[src/rtl/mem_resp_queue.sv]
// In-order MEM-stage response queue: holds in-flight loads until their data_ok returns,
// aligns the loaded data and hands completed entries downstream; flush drains late responses.
module mem_resp_queue #(
  parameter int DEPTH     = 4,
  parameter int PAYLOAD_W = 64
) (
  input  logic                 clk,
  input  logic                 resetn,
  input  logic                 in_valid,
  output logic                 in_allowin,
  input  logic                 in_wait_data,
  input  logic [2:0]           in_op,
  input  logic [1:0]           in_addr_low,
  input  logic                 in_gr_we,
  input  logic [31:0]          in_alu_result,
  input  logic [PAYLOAD_W-1:0] in_payload,
  input  logic                 data_ok,
  input  logic [31:0]          rdata,
  output logic                 out_valid,
  input  logic                 out_allowin,
  output logic [31:0]          out_result,
  output logic [3:0]           out_rf_we,
  output logic [PAYLOAD_W-1:0] out_payload,
  input  logic                 flush,
  output logic                 full,
  output logic                 empty,
  output logic                 resp_err
);

  localparam int AW = $clog2(DEPTH);
  localparam int CW = AW + 1;
  localparam int SW = CW + 1;

  logic [AW-1:0]        head, tail, resp_idx, scan_idx;
  logic [CW-1:0]        count, drop_cnt, pend_cnt, drop_load;
  logic [SW-1:0]        drop_sum;
  logic [DEPTH-1:0]     pending;
  logic [DEPTH-1:0]     gr_we_q;
  logic [2:0]           op_q      [DEPTH];
  logic [1:0]           addr_q    [DEPTH];
  logic [31:0]          data_q    [DEPTH];
  logic [PAYLOAD_W-1:0] payload_q [DEPTH];

  logic push_try, push, pop, resp_found, drop_take, complete, unexpected;
  logic [31:0] h_data;
  logic [1:0]  h_addr;
  logic [7:0]  h_byte;
  logic [15:0] h_half;

  assign empty      = !resetn || (count == '0);
  assign full       = resetn && (count == CW'(DEPTH));
  assign out_valid  = resetn && (count != '0) && !pending[head];
  assign in_allowin = !full || (out_valid && out_allowin);

  assign push_try   = in_valid && in_allowin;
  assign push       = push_try && !flush;
  assign pop        = out_valid && out_allowin;
  assign drop_take  = data_ok && (drop_cnt != '0);
  assign complete   = data_ok && !drop_take && resp_found;
  assign unexpected = data_ok && !drop_take && !resp_found;

  // The oldest pending entry is the one the next response belongs to.
  always_comb begin
    resp_found = 1'b0;
    resp_idx   = head;
    scan_idx   = head;
    for (int i = 0; i < DEPTH; i++) begin
      scan_idx = head + AW'(i);
      if (!resp_found && pending[scan_idx]) begin
        resp_found = 1'b1;
        resp_idx   = scan_idx;
      end
    end
  end

  // Responses still owed after a flush: earlier drops, surviving pending entries and a
  // pending push that is being refused, minus whatever this cycle's data_ok retires.
  always_comb begin
    pend_cnt = '0;
    for (int i = 0; i < DEPTH; i++) begin
      pend_cnt = pend_cnt + CW'(pending[i]);
    end
    drop_sum  = SW'(drop_cnt) + SW'(pend_cnt) + SW'(push_try && in_wait_data)
              - SW'(drop_take) - SW'(complete);
    drop_load = (drop_sum > SW'(DEPTH)) ? CW'(DEPTH) : drop_sum[CW-1:0];
  end

  always_ff @(posedge clk) begin
    if (!resetn) begin
      head     <= '0;
      tail     <= '0;
      count    <= '0;
      pending  <= '0;
      drop_cnt <= '0;
      resp_err <= 1'b0;
    end else begin
      if (unexpected) begin
        resp_err <= 1'b1;
      end
      if (flush) begin
        head     <= '0;
        tail     <= '0;
        count    <= '0;
        pending  <= '0;
        drop_cnt <= drop_load;
      end else begin
        if (drop_take) begin
          drop_cnt <= drop_cnt - CW'(1);
        end
        if (complete) begin
          pending[resp_idx] <= 1'b0;
        end
        if (push) begin
          pending[tail] <= in_wait_data;
          tail          <= tail + AW'(1);
        end
        if (pop) begin
          head <= head + AW'(1);
        end
        count <= count + CW'(push) - CW'(pop);
      end
    end
  end

  // Entry storage needs no reset; the pending flags and count qualify it.
  always_ff @(posedge clk) begin
    if (push) begin
      op_q[tail]      <= in_op;
      addr_q[tail]    <= in_addr_low;
      gr_we_q[tail]   <= in_gr_we;
      data_q[tail]    <= in_alu_result;
      payload_q[tail] <= in_payload;
    end
    if (complete && (op_q[resp_idx] != 3'd7)) begin
      data_q[resp_idx] <= rdata;
    end
  end

  always_comb begin
    h_data      = data_q[head];
    h_addr      = addr_q[head];
    h_byte      = h_data[{h_addr, 3'b000} +: 8];
    h_half      = h_addr[1] ? h_data[31:16] : h_data[15:0];
    out_result  = h_data;
    out_rf_we   = {4{gr_we_q[head]}};
    out_payload = payload_q[head];
    case (op_q[head])
      3'd1: out_result = {{24{h_byte[7]}}, h_byte};
      3'd2: out_result = {24'd0, h_byte};
      3'd3: out_result = {{16{h_half[15]}}, h_half};
      3'd4: out_result = {16'd0, h_half};
      3'd5: begin
        out_result = h_data << {~h_addr, 3'b000};
        out_rf_we  = 4'b1111 << ~h_addr;
      end
      3'd6: begin
        out_result = h_data >> {h_addr, 3'b000};
        out_rf_we  = 4'b1111 >> h_addr;
      end
      default: out_result = h_data;
    endcase
  end

endmodule

[config.mk]
export PLATFORM = sky130hd
export DESIGN_NAME = mem_resp_queue
export DESIGN_NICKNAME = d
export VERILOG_FILES = /design/src/rtl/mem_resp_queue.sv
export SDC_FILE = /design/constraint.sdc
export NUM_CORES = 1
export LEC_CHECK = 0
export ABC_AREA = 1
export CORE_MARGIN = 2
export CORE_UTILIZATION = 35
export CTS_CLUSTER_SIZE = 16
export DETAILED_ROUTE_END_ITERATION = 8
export PLACE_DENSITY = 0.52
export SLEW_MARGIN = 25
export SYNTH_ARGS = -nofsm -noshare
export SYNTH_HDL_FRONTEND = slang
export SYNTH_SLANG_ARGS = --single-unit
[constraint.sdc]
create_clock -name clk -period 7.13 [get_ports clk]
set_input_delay 1.426 -clock clk [delete_from_list [all_inputs] [get_ports clk]]
set_output_delay 1.426 -clock clk [all_outputs]
set_load 0.1 [all_outputs]
==> results_dict.tcl, run 1 <==
set metrics [dict create \
    max_stage_delay_ps 800 \
    setup_violations 0 \
    rows 87 \
    fp.dieArea_um2 59100 \
    yosysTopAreaCellShare_pct 61.2 \
    maxSlewHeadroom_pct 26.7 \
    cts_buffer_depth 3 \
    ys_ff_latch 425 \
    ys_seq_area_share_pct 62.9 \
    post-synth-top-area-cell "edfxtp_1" \
    antenna_left 0 \
    die_x_um 243 \
    stdcell_count 3003 \
    top_layer_used "met5" \
    cp_cell_sequence "buf_4 > nand3_1 > nand2_1 > buf_4 > clkinv_1 > nand2_1 > nand2_1 > o21ai_0 > o21ai_0 > a21oi_1 > buf_12" \
    synth_edf_count 408 \
    coreArea_um2 56500 \
    syn-num-nets 2164 \
    htree_num_levels 2 \
    fin_setup_tns_ps 0 \
    muxShareOfSynthArea_pct 0 \
    portBuffers 245 \
    synth_compound_area_share_pct 11.5 \
    firstDrtPassIters 6 \
    clk_pin_slew_ps 60 \
    synth_fa_ha_area_share_pct 1.38 \
    startpoint_type "register" \
    critPathArrivalTime_ps 4310 \
    crit_fanout 43 \
    path_class "register to output port" \
    cts_root_buf "clkbuf_16" \
    min_period_ps 5730 \
    place_congestion 0.916 \
    dp_hpwl_um 38700 \
    synth_xor_area_share_pct 0.131 \
    leakagePower_nw 9.36 \
    tightest_slew_ps 1100 \
    endpoint_kind "output port" \
    synth_cells 2004 \
    layout-drive-gt1-share_pct 7.67 \
    synthSimpleGateAreaFrac_pct 19.4 \
    syn-cell-area_um2 20000 \
    run_status "finished clean" \
    route.met3.wl_um 4720 \
    cts_resized 0 \
    fin_crit_sh_pct 80.4 \
    synth.area.top_cells "edfxtp_1 (61%), nand2_1 (9.3%), o21ai_0 (5.6%)" \
    cap_violations 0 \
    grt_pass1_wl_um 92600 \
    ir_drop_uv 206 \
    critPathRequiredTime_ps 5700 \
    overflow 0 \
    holdPathStages 1 \
    initial_core_util_pct 35.4 \
    drv_slew 0 \
    insertion_delay_ps 580 \
    final_area_um2 24900 \
    synth_warnings 0 \
    place_inst 2916 \
    cts_tree "done" \
    hp-class "register to register" \
    wl_um 61600 \
    grt_pass1_vias 15200 \
    p_per_area_nw_per_um2 256 \
    routedWlPerCell_um 20.5 \
    place_area_um2 23400 \
    cts_buffers 47 \
    avgSynthCellArea_um2 9.99 \
    finalHoldViolations 0 \
    vias_per_cell 5.21 \
    grt_start_max_net_pins 93 \
    clock.fmax_ghz 0.174 \
    fin_nets 2369 \
    cts_hold_buf 0 \
    pin_count 246 \
    grt_usage_pct 20.4 \
    ys_async_sr_fraction_pct 0 \
    m1WireLength_um 25900 \
    synthFlopType "edfxtp_1" \
    synth_top_family_by_area "simple AND/OR/NAND/NOR gates" \
    dr_wl_met2_um 29500 \
    vias 15700 \
    cts.sinks 425 \
    drc 0 \
    area_delta_synth_final_pct 24.4 \
    skew_ps 26.5 \
    antenna_found_initial 13 \
    crit_slowest_cell "clkinv_1" \
    drt_first_iter_violations 1277 \
    rsz0062_at_grt "false" \
    ys_types 49 \
    cts_setup_buffers 0 \
    cp_common_cell "nand2_1" \
    die_h_um 243 \
    worstRegToRegCells 23 \
    power_mw 6.37 \
]
critical path, delay by kind of cell, from the launching register on:
kind	cells	cell delay [ps]
and+or+nand+nor	4	860
AOI/OAI and AO/OA	3	700
buffers and inverters	4	1790
DFF	1	360
per-layer routing:
metal  track usage, %  vias up
li1                 -     7490
met1             26.3     7487
met2             33.4      554
met3             5.51      109
met4             6.44       18
met5                0        -
report_power, final:
group	total [mW]	internal [mW]	switching [mW]
Clock	2.34	1.37	0.970
Combinational	1.21	0.376	0.834
Sequential	2.82	2.80	0.0203
metrics by stage:
stage | utilization, % | setup slack, ps | hold WS, ps
floorplan | - | 141 | 464
global placement | 41.5 | 1870 | 461
detailed placement | 41.5 | 1860 | 469
CTS | 44.1 | 1400 | 484
global route | 44.1 | 1040 | 509
finish | 44.1 | 1400 | 476
flip-flops by register name (all words and copies together), names as in the netlist, named ones only:
register   cells
head           2
resp_err       1
op_q          12
pending        4
payload_q    256
count          3
data_q       128
drop_cnt       3
tail           2
addr_q         8
gr_we_q        4
cell usage after synthesis, types with 7 or more instances:
master,count
nand2_1,497
edfxtp_1,408
o21ai_0,223
nor2_1,208
nand3_1,187
o22ai_1,84
inv_1,74
a21oi_1,64
clkbuf_1,63
buf_2,29
buf_1,17
dfxtp_1,17
ha_1,14
buf_6,12
nor3_1,10
a22oi_1,8
inv_2,8
nand2_2,8
nand4_1,8
a32oi_1,7
cell families after synthesis:
family	Yosys count
AO/OA/AOI/OAI	412
XOR/XNOR	3
flip-flops	425
buffers and inverters	210
AND/OR/NAND/NOR	935
adder cells (fa/ha/maj)	19
layout make-up:
type / instances / area (um^2)
Fill cell: 5205 / 31600
Sequential cell: 425 / 12600
Multi-Input combinational cell: 1369 / 6500
Timing Repair Buffer: 281 / 3050
Clock buffer: 59 / 1240
Tap cell: 756 / 946
Inverter: 85 / 329
Clock inverter: 24 / 220
Antenna cell: 4 / 10.0
path summary, 6_finish.rpt:
path | from | endpoint | slack (ps)
setup / recovery | register | out_result[14] | 1400
hold / removal | resp_err | resp_err | 480
setup reg to reg | head[0] | drop_cnt[2] | 2380
hold reg to reg | resp_err | resp_err | 480
cell usage in the layout (no fill, tap or decap), drive strengths merged, types with 2 or more instances in the layout:
cell type	instances
a211o	3
a21oi	64
a22oi	8
a311oi	2
a32oi	8
buf	73
bufinv	4
clkbuf	60
clkdlybuf4s50	207
clkinv	23
dfxtp	17
diode	4
edfxtp	408
fa	5
ha	14
inv	82
nand2	506
nand3	189
nand3b	2
nand4	10
nor2	209
nor3	11
nor4	2
o2111ai	4
o211ai	5
o21a	3
o21ai	223
o22a	3
o22ai	84
or2	5
xnor2	2
No activity file was read; power rests on OpenSTA's default activity.
==> run 2: changes to the inputs <==
PLACE_DENSITY = 0.54   (was 0.52)
clock period = 4.9 ns   (was 7.13 ns; I/O delays follow)
==> run 2 against run 1 <==
Net effect:
- non-clock buffer count is 16 higher
- count of clock-buffer cells in the layout is 5 higher
- flip-flop and latch count stayed put
- clock power is 46% higher
- hold slack worse by 1.0 ps
- sequential power is 45% higher
- final cell count is 0.73% higher
- via count is 0.86% higher
- sequential share of layout area is 0.31 points lower
- die area stayed put
- register-to-register slack worse by 1900 ps
- largest power group unchanged
==> results_dict.tcl, run 2 (synthesis gave the netlist of run 1 again) <==
set metrics [dict create \
    run_status "finished clean" \
    clk_pin_slew_ps 60 \
    path_class "register to output port" \
    cts_resized 0 \
    fp.dieArea_um2 59100 \
    cts_buffer_depth 3 \
    firstDrtPassIters 5 \
    cts_root_buf "clkbuf_16" \
    seq_power_share_pct 44.1 \
    power_mw 9.31 \
    insertion_delay_ps 590 \
    initial_core_util_pct 35.4 \
    cts.sinks 425 \
    final-seq-area_um2 12600 \
    grt_start_max_net_pins 96 \
    num-fill-cells 5270 \
    coreArea_um2 56500 \
    fin_crit_sh_pct 95.4 \
    leakagePower_nw 9.51 \
    drt_first_iter_violations 1421 \
    clock_power_share_pct 36.8 \
    intPower_mw 6.58 \
    reg_top3 "payload_q x256, data_q x128, op_q x12" \
    fin_setup_tns_ps 0 \
    grt_usage_pct 20.2 \
    routedWlPerCell_um 20.2 \
    grt_pass1_vias 15200 \
    place_congestion 0.883 \
    largest_register_ffs 256 \
    cts_buffers 48 \
    switching_share_pct 29.3 \
    vias_per_cell 5.22 \
    drc 0 \
    r2r-start "head[1]" \
    die_h_um 243 \
    tightest_slew_ps 963 \
    pin_count 246 \
    whs_ps 475 \
    stdcell_count 3025 \
    overflow 0 \
    ir_drop_uv 308 \
    hp-class "register to register" \
    combPwrFrac_pct 19.2 \
    crit_fanout 35 \
    cts_setup_buffers 0 \
    cts_tree "done" \
    crit_slowest_cell "nand2_1" \
    maxSlewHeadroom_pct 35.6 \
    r2r_slack_ps 440 \
    multi_input_area_um2 6530 \
    clock.fmax_ghz 0.214 \
    dp_hpwl_um 38800 \
    grt_pass1_wl_um 92100 \
    cts_hold_buf 0 \
    fin_nets 2386 \
    drv_slew 0 \
    htree_num_levels 2 \
    antenna_left 0 \
    r2r_end "drop_cnt[2]" \
    vias 15800 \
    rsz0062_at_grt "false" \
    area_delta_synth_final_pct 25.1 \
    endpoint_kind "output port" \
    cap_violations 0 \
    min_period_ps 4680 \
    wl_um 61100 \
    startpoint_type "register" \
    cp_cell_sequence "inv_2 > nand3_1 > nand2_1 > clkinv_1 > buf_4 > nand2_1 > nand2_1 > o21ai_0 > o21ai_0 > a21oi_1 > buf_12" \
    critPathArrivalTime_ps 3700 \
    portBuffers 245 \
    die_x_um 243 \
    finalHoldViolations 0 \
    worstRegToRegCells 23 \
    rows 87 \
    critPathRequiredTime_ps 3920 \
    setup_violations 0 \
    skew_ps 28.7 \
    max_stage_delay_ps 420 \
    netSwitchingPower_mw 2.72 \
    cp_common_cell "nand2_1" \
    place_inst 2932 \
    final_common_cell "nand2_1" \
    final_cell_mix "nand2_1 (496), edfxtp_1 (408), o21ai_0 (223)" \
    layout-drive-gt1-share_pct 11.5 \
    top_register "payload_q" \
    antenna_found_initial 14 \
    utilization_pct 44.3 \
    crit_end "out_result[14]" \
    p_per_area_nw_per_um2 372 \
]
-- run 2: changes by cell type in the layout (fill, tap and decap cells not counted), moves of 3 or more --
| cell | before | now |
|---|---|---|
| buf_4 | 38 | 112 |
| clkdlybuf4s50_1 | 207 | 141 |
| buf_12 | 34 | 44 |
| clkinvlp_4 | 0 | 5 |
| clkbuf_1 | 11 | 14 |
-- run 2: worst min-delay path by stage --
| stage | startpoint | to | slack, ps | depth (start not counted) |
|---|---|---|---|---|
| global placement | resp_err | resp_err | 450 | 1 |
| global route | resp_err | resp_err | 500 | 1 |
| CTS | resp_err | resp_err | 480 | 1 |
| finish | resp_err | resp_err | 470 | 1 |
| floorplan | pending[1] | pending[1] | 460 | 2 |
| detailed placement | resp_err | resp_err | 450 | 1 |
-- run 2: power by group through the flow --
stage	Sequential, mW	Clock (mW)	Combinational, mW
after floorplan	4.19	0	1.11
after global placement	4.18	0	1.78
after detailed placement	4.18	0	1.78
after CTS	4.10	3.49	1.79
after global routing	4.11	3.62	1.90
final	4.10	3.42	1.78
-- run 2: per-stage QoR --
step | setup slack (ps) | instance area, um^2
4_1_cts | 147 | 25000
6_report | 223 | 25000
3_3_place_gp | 234 | 23500
5_1_grt | 2.65 | 25000
3_5_place_dp | 257 | 23500
2_1_floorplan | 39.8 | 20100
-- run 2: area by class of cell --
cell class	count	area share, %
multi-input combinational	1369	26.1
clock buffer	64	5.12
clock inverter	25	0.824
sequential	425	50.3
antenna	4	0.0400
timing repair buffer	297	12.5
tap	756	3.78
inverter	85	1.37
-- run 2: critical path: cells and delay by family, from the launching register on --
family | cells | cell delay, ps
buf+inv | 4 | 1030
simple gates | 4 | 990
compound gates | 3 | 710
flops | 1 | 370
-- run 2: metal layers --
layer	routed length, um	share of wire [%]	up-vias	track usage (%)
met5	138	0.23	-	0
met4	1400	2.3	20	6.13
met3	5100	8.4	105	5.58
met2	28800	47	593	32.8
met1	25600	42	7550	26.4
li1	-	-	7525	-
